===== config.mk =====
export PLATFORM = sky130hd
export DESIGN_NAME = mem_bus_ctrl
export DESIGN_NICKNAME = d
export VERILOG_FILES = /design/src/rtl/mem_bus_pkg.sv /design/src/rtl/mem_bus_ctrl_sync2.sv /design/src/rtl/mem_bus_ctrl.sv
export SDC_FILE = /design/constraint.sdc
export NUM_CORES = 1
export LEC_CHECK = 0
export CORE_AREA = 5 5 93 95
export DETAILED_ROUTE_END_ITERATION = 10
export DIE_AREA = 0 0 98 100
export GPL_TIMING_DRIVEN = 0
export PLACE_DENSITY = 0.8
export SETUP_SLACK_MARGIN = 0.2
export SYNTH_ARGS = -nofsm -noshare
export SYNTH_HDL_FRONTEND = slang
export SYNTH_HIERARCHICAL = 1
export SYNTH_SLANG_ARGS = --single-unit

===== constraint.sdc =====
create_clock -name clk -period 3.82 [get_ports clk]
set_clock_uncertainty 0.05 [all_clocks]
set_input_delay 0.382 -clock clk [delete_from_list [all_inputs] [get_ports clk]]
set_output_delay 0.382 -clock clk [all_outputs]
set_load 0.02 [all_outputs]

===== src/rtl/mem_bus_pkg.sv =====
// Shared command/state encodings for the memory/IO bus controller.
package mem_bus_pkg;

  typedef enum logic [1:0] {
    MCMD_NONE  = 2'b00,
    MCMD_READ  = 2'b01,
    MCMD_WRITE = 2'b10,
    MCMD_RSVD  = 2'b11
  } mcmd_e;

  typedef enum logic [1:0] {
    S_IDLE    = 2'b00,
    S_RD_WAIT = 2'b01,
    S_WR      = 2'b10,
    S_DONE    = 2'b11
  } state_e;

  localparam int RAM_LAT_MAX = 4;

  // Transaction either faults (reserved cmd) or targets an address outside the two IO registers.
  function automatic logic is_bad(input mcmd_e cmd, input logic io, input logic hit_led,
                                  input logic hit_sw);
    return (cmd == MCMD_RSVD) || (io && !hit_led && !hit_sw);
  endfunction

endpackage


===== src/rtl/mem_bus_ctrl_sync2.sv =====
// Two-flop synchroniser for asynchronous multi-bit inputs (static switch levels).
module sync2 #(
  parameter int W = 16
) (
  input  logic         clk,
  input  logic         rst_n,
  input  logic [W-1:0] d,
  output logic [W-1:0] q
);

  logic [W-1:0] meta;

  always_ff @(posedge clk or negedge rst_n) begin
    if (!rst_n) begin
      meta <= '0;
      q    <= '0;
    end else begin
      meta <= d;
      q    <= meta;
    end
  end

endmodule


===== src/rtl/mem_bus_ctrl.sv =====
// Handshaked memory/IO bus controller: cpu port to RAM plus LED/switch registers.
module mem_bus_ctrl
  import mem_bus_pkg::*;
#(
  parameter int            AW       = 9,
  parameter int            DW       = 16,
  parameter int            RAM_LAT  = 1,
  parameter logic [AW-1:0] LED_ADDR = 9'h100,
  parameter logic [AW-1:0] SW_ADDR  = 9'h140
) (
  input  logic          clk,
  input  logic          reset,
  input  logic [1:0]    mem_cmd,
  input  logic [AW-1:0] mem_addr,
  input  logic [DW-1:0] write_data,
  output logic [DW-1:0] read_data,
  output logic          mem_ready,
  output logic          err,
  output logic [AW-1:0] ram_addr,
  output logic          ram_write,
  output logic [DW-1:0] ram_din,
  input  logic [DW-1:0] ram_dout,
  input  logic [DW-1:0] sw_in,
  output logic [DW-1:0] led_out
);

  localparam int CW = $clog2(RAM_LAT + 1);

  mcmd_e         cmd_in;
  state_e        state, state_nxt;
  logic [AW-1:0] req_addr;
  logic [DW-1:0] req_data;
  mcmd_e         req_cmd;
  logic [CW-1:0] cnt;
  logic [DW-1:0] sw_sync;
  logic          accept, io_sel, hit_led, hit_sw, bad, rd_last;

  assign cmd_in  = mcmd_e'(mem_cmd);
  assign accept  = (state == S_IDLE) && (cmd_in != MCMD_NONE);
  assign io_sel  = mem_addr[AW-1];
  assign hit_led = (mem_addr == LED_ADDR);
  assign hit_sw  = (mem_addr == SW_ADDR);
  assign bad     = is_bad(cmd_in, io_sel, hit_led, hit_sw);
  assign rd_last = (cnt == CW'(RAM_LAT - 1));

  sync2 #(.W(DW)) u_sw_sync (
    .clk  (clk),
    .rst_n(reset),
    .d    (sw_in),
    .q    (sw_sync)
  );

  always_ff @(posedge clk or negedge reset) begin
    if (!reset) state <= S_IDLE;
    else        state <= state_nxt;
  end

  always_comb begin
    state_nxt = state;
    unique case (state)
      S_IDLE: begin
        if (accept) begin
          if (bad || io_sel)           state_nxt = S_DONE;
          else if (cmd_in == MCMD_READ) state_nxt = S_RD_WAIT;
          else                         state_nxt = S_WR;
        end
      end
      S_RD_WAIT: if (rd_last) state_nxt = S_DONE;
      S_WR:      state_nxt = S_DONE;
      S_DONE:    state_nxt = S_IDLE;
      default:   state_nxt = S_IDLE;
    endcase
  end

  // Handshake outputs decode straight from state so reset kills them asynchronously.
  always_comb begin
    mem_ready = 1'b0;
    ram_write = 1'b0;
    unique case (state)
      S_WR:    ram_write = (req_cmd == MCMD_WRITE);
      S_DONE:  mem_ready = 1'b1;
      default: ;
    endcase
  end

  // IO accesses and errors resolve on the accept edge; RAM reads capture on the last wait cycle.
  always_ff @(posedge clk or negedge reset) begin
    if (!reset) begin
      req_addr  <= '0;
      req_data  <= '0;
      req_cmd   <= MCMD_NONE;
      cnt       <= '0;
      read_data <= '0;
      led_out   <= '0;
      err       <= 1'b0;
    end else begin
      if (accept) begin
        req_addr <= mem_addr;
        req_data <= write_data;
        req_cmd  <= cmd_in;
        cnt      <= '0;
        if (bad) begin
          err <= 1'b1;
        end else if (io_sel) begin
          if (cmd_in == MCMD_READ) read_data <= hit_led ? led_out : sw_sync;
          else if (hit_led)        led_out   <= write_data;
        end
      end
      if (state == S_RD_WAIT) begin
        cnt <= cnt + CW'(1);
        if (rd_last) read_data <= ram_dout;
      end
    end
  end

  assign ram_addr = req_addr;
  assign ram_din  = req_data;

endmodule


==> impl_summary.log <==
INFO  metric cts.htree.levels = 3
INFO  metric row_count = 32
INFO  metric antennaDiodeCount = 0
INFO  metric clock_path_buffers = 2
INFO  metric placed_area = 0.00501 mm²
INFO  metric insertion_delay = approximately 0.36 ns
INFO  metric max_cap_viol_count = 0
INFO  metric report.final.hold_viol_count = 0
INFO  metric global_route_wire_length_before_repair = around 14000 µm
INFO  metric setup_tns = 0 ns
INFO  metric wire_per_inst = ~17 µm
INFO  metric netlist_instances = 270
INFO  metric ioPinCount = 121
INFO  metric period_share = between 50% and 60%
INFO  metric detailedPlacementHpwl = roughly 6500 µm
INFO  metric floorplan.core_area = between 0.007 and 0.008 mm²
INFO  metric cp_data_required_time = roughly 3.4 ns
INFO  metric finalSetupViolations = 0
INFO  metric p_total = around 3.5 mW
INFO  metric power.share.combinational = between 40% and 50%
INFO  metric detail_route.wirelength = a little under 9000 µm
INFO  metric relSlewSlack = 58.6%
INFO  metric netSwitchingFraction = between 30% and 40%
INFO  metric routed_via_density = around 5
INFO  metric layout_min_cycle_time = 2.25 ns
INFO  metric crit_path_cell_trace = inv_1 > ha_1 > nand2_1 > nor2_1 > clkdlybuf4s50_1
INFO  metric detail-route-antenna-nets = 0
INFO  metric power.sequential.fraction = between 30% and 40%
INFO  metric fin_cells = 508
INFO  metric place.port_buffers = 118
INFO  metric power_density = 678 mW/mm²
INFO  metric die_y = 100 µm
INFO  metric worstHoldPathType = input pin to register
INFO  metric path_max_fanout = 4
INFO  metric number_of_global_route_vias_before_repair = approximately 2800
INFO  metric numCtsBuffers = 9
INFO  metric initial_utilization = 48.1%
INFO  metric floorplan.die.width = 98 µm
INFO  metric drt_iter0_markers = 65
INFO  metric placed_cells = between 400 and 500
INFO  metric setup.worst_path.start_class = register
INFO  metric slowest_stage = clkdlybuf4s50_1
INFO  metric cts.root.buffer_cell = clkbuf_8
INFO  metric achievable-frequency = about 440 MHz
INFO  metric vias = ~2500
INFO  metric finish.net_count = between 400 and 500
INFO  metric ys_types = 29
INFO  metric timing.critical_path.to_type = primary output
INFO  metric gp_congestion = between 0.8 and 0.9
INFO  metric leakage = around 2.4 nW
INFO  metric clock_tree_from_tritoncts = done
INFO  metric synth_seq_area_share = approximately two thirds
INFO  metric p_int = 2.30 mW
INFO  metric p_clk_share = ~17%
INFO  metric synth.avg_cell_area = between 10 and 15 µm²
INFO  metric drt_drc_violations_left = 0
INFO  metric final-max-slew-violation-count = 0
INFO  metric tightest_slew = roughly 0.62 ns
INFO  metric postCtsResizedCells = 0
INFO  metric area_delta_synth_final = 41.5%
INFO  metric yosys_warns = 6
INFO  metric cp.arrival = ~1.8 ns
INFO  metric timing.critical_path.slowest_cell_delay = between 0.6 and 0.7 ns
INFO  metric clkSlewWorstSetupHoldPaths = around 0.1 ns
INFO  metric outcome = finished clean
INFO  metric finish.utilization = 68.0%
INFO  metric worstSetupPathType = register to primary output
INFO  metric ys_ff_latch = between 90 and 100
INFO  metric pin_count_of_the_biggest_net_entering_global_routing = just over 50
INFO  metric post_cts.repair.setup_buffers = 0
INFO  metric cts_hold_repair.buffers = 1
INFO  metric gr-usage-all-layers = 19.0%
INFO  metric rsz0062_at_grt = no
INFO  metric final_area = a little over 0.005 mm²
INFO  metric p_switching = roughly 1.2 mW
INFO  metric grt-ovfl-total = 0
INFO  metric firstDrtPassIters = 4
INFO  metric post_route_cells_drive_above_1_share = 17.7%
INFO  metric worst_ir_drop_vdd = 0.320 mV
INFO  metric synthesized_net_count = roughly 340
INFO  metric antenna_found_initial = 0
INFO  metric cts.sink_count = 95
INFO  metric die_area = 0.00980 mm²
INFO  metric fillCellCount = between 500 and 600
INFO  metric synthesis.area = 0.00367 mm²
## power groups by stage
stage / Combinational [mW] / Sequential [mW] / Clock, mW
floorplan: 0.546 / 1.69 / 0
global route: 1.61 / 1.45 / 0.671
CTS: 1.53 / 1.41 / 0.625
detailed placement: 1.52 / 1.43 / 0
finish: 1.51 / 1.41 / 0.611
global placement: 1.48 / 1.42 / 0
## cell type report
| cell class | count | area (µm²) | share of cell area, % |
|---|---|---|---|
| Sequential cell | 95 | 2380 | 45.7 |
| Timing Repair Buffer | 120 | 1220 | 23.4 |
| Multi-Input combinational cell | 159 | 1210 | 23.4 |
| Clock buffer | 10 | 138 | 2.65 |
| Tap cell | 102 | 128 | 2.45 |
| Buffer | 13 | 71.3 | 1.37 |
| Clock inverter | 6 | 42.5 | 0.818 |
| Inverter | 3 | 11.3 | 0.217 |
## critical path: cells and delay by family (launching register included)
family	cells	cell delay, ns
buf+inv	2	0.73
flops	1	0.42
fa+ha+maj	1	0.16
simple gates	2	0.14
## metal layers
layer,routed length (µm),share of wire [%],global-route usage (%),up-vias
met5,0,0,0,-
met2,4520,51,31.9,68
met4,264,3.0,9.48,0
met3,457,5.2,5.00,20
met1,3610,41,22.7,1255
li1,-,-,-,1187
## sequential cells by signal (all words and copies together) (netlist names)
register        flops
err                 1
cnt                 1
u_sw_sync/meta     16
read_data          16
req_cmd             2
ram_addr            9
u_sw_sync/q        16
led_out            16
ram_din            16
state               2
## Yosys cell counts, drive strengths merged
master / number / area [µm²]
dfrtp: 95 / 2380
nand2: 59 / 221
mux2: 41 / 462
a22o: 17 / 149
mux2i: 16 / 160
buf: 10 / 60.1
ha: 5 / 62.6
clkbuf: 3 / 11.3
inv: 3 / 11.3
o21ai: 3 / 18.8
nand2b: 2 / 12.5
nor2: 2 / 7.51
nor3: 2 / 10.0
a22oi: 1 / 7.51
and3: 1 / 6.26
and3b: 1 / 8.76
nand3: 1 / 10.0
nand3b: 1 / 7.51
nand4: 1 / 6.26
nor2b: 1 / 6.26
nor4: 1 / 21.3
nor4b: 1 / 15.0
o21bai: 1 / 7.51
o22ai: 1 / 6.26
o32ai: 1 / 8.76
## cells in the final DEF (no fill, tap or decap), types with 3 or more instances in the layout
cell | synthesis | final
clkdlybuf4s50_1 | 0 | 117
dfrtp_1 | 95 | 95
nand2_1 | 59 | 59
mux2_2 | 41 | 41
a22o_1 | 17 | 17
mux2i_1 | 16 | 16
clkbuf_8 | 0 | 10
buf_2 | 6 | 6
ha_1 | 5 | 5
inv_1 | 3 | 3
clkbuf_1 | 3 | 3
buf_4 | 2 | 3
## cell families (layout without fill, tap and decap cells)
family	Yosys count	count (layout)	share of synthesized area (%)
flops	95	95	64.7
fa+ha+maj	5	5	1.70
simple gates	73	73	9.06
buf+inv	16	152	2.25
mux	57	57	16.9
compound gates	24	24	5.38
## metrics by stage
stage          hold WS (ns)  setup slack (ns)
3_5_place_dp          0.285              1.38
3_3_place_gp          0.282             -1.05
2_1_floorplan        0.0364              2.05
6_report              0.277              1.57
5_1_grt               0.299              1.40
4_1_cts               0.265              1.54
## final timing paths
check / cells after the start / from / endpoint / slack (ns)
setup / recovery: 5 / state[0] / ram_write / 1.57
hold / removal: 3 / mem_cmd[0] / req_cmd[0] / 0.28
setup reg to reg: 8 / state[1] / read_data[7] / 1.67
hold reg to reg: 0 / u_sw_sync/meta[0] / u_sw_sync/q[0] / 0.29
max in group asynchronous: 3 / reset / u_sw_sync/meta[12] / 2.55
min in group asynchronous: 2 / reset / ram_addr[5] / 0.53
(Power assumes the default switching activity.)
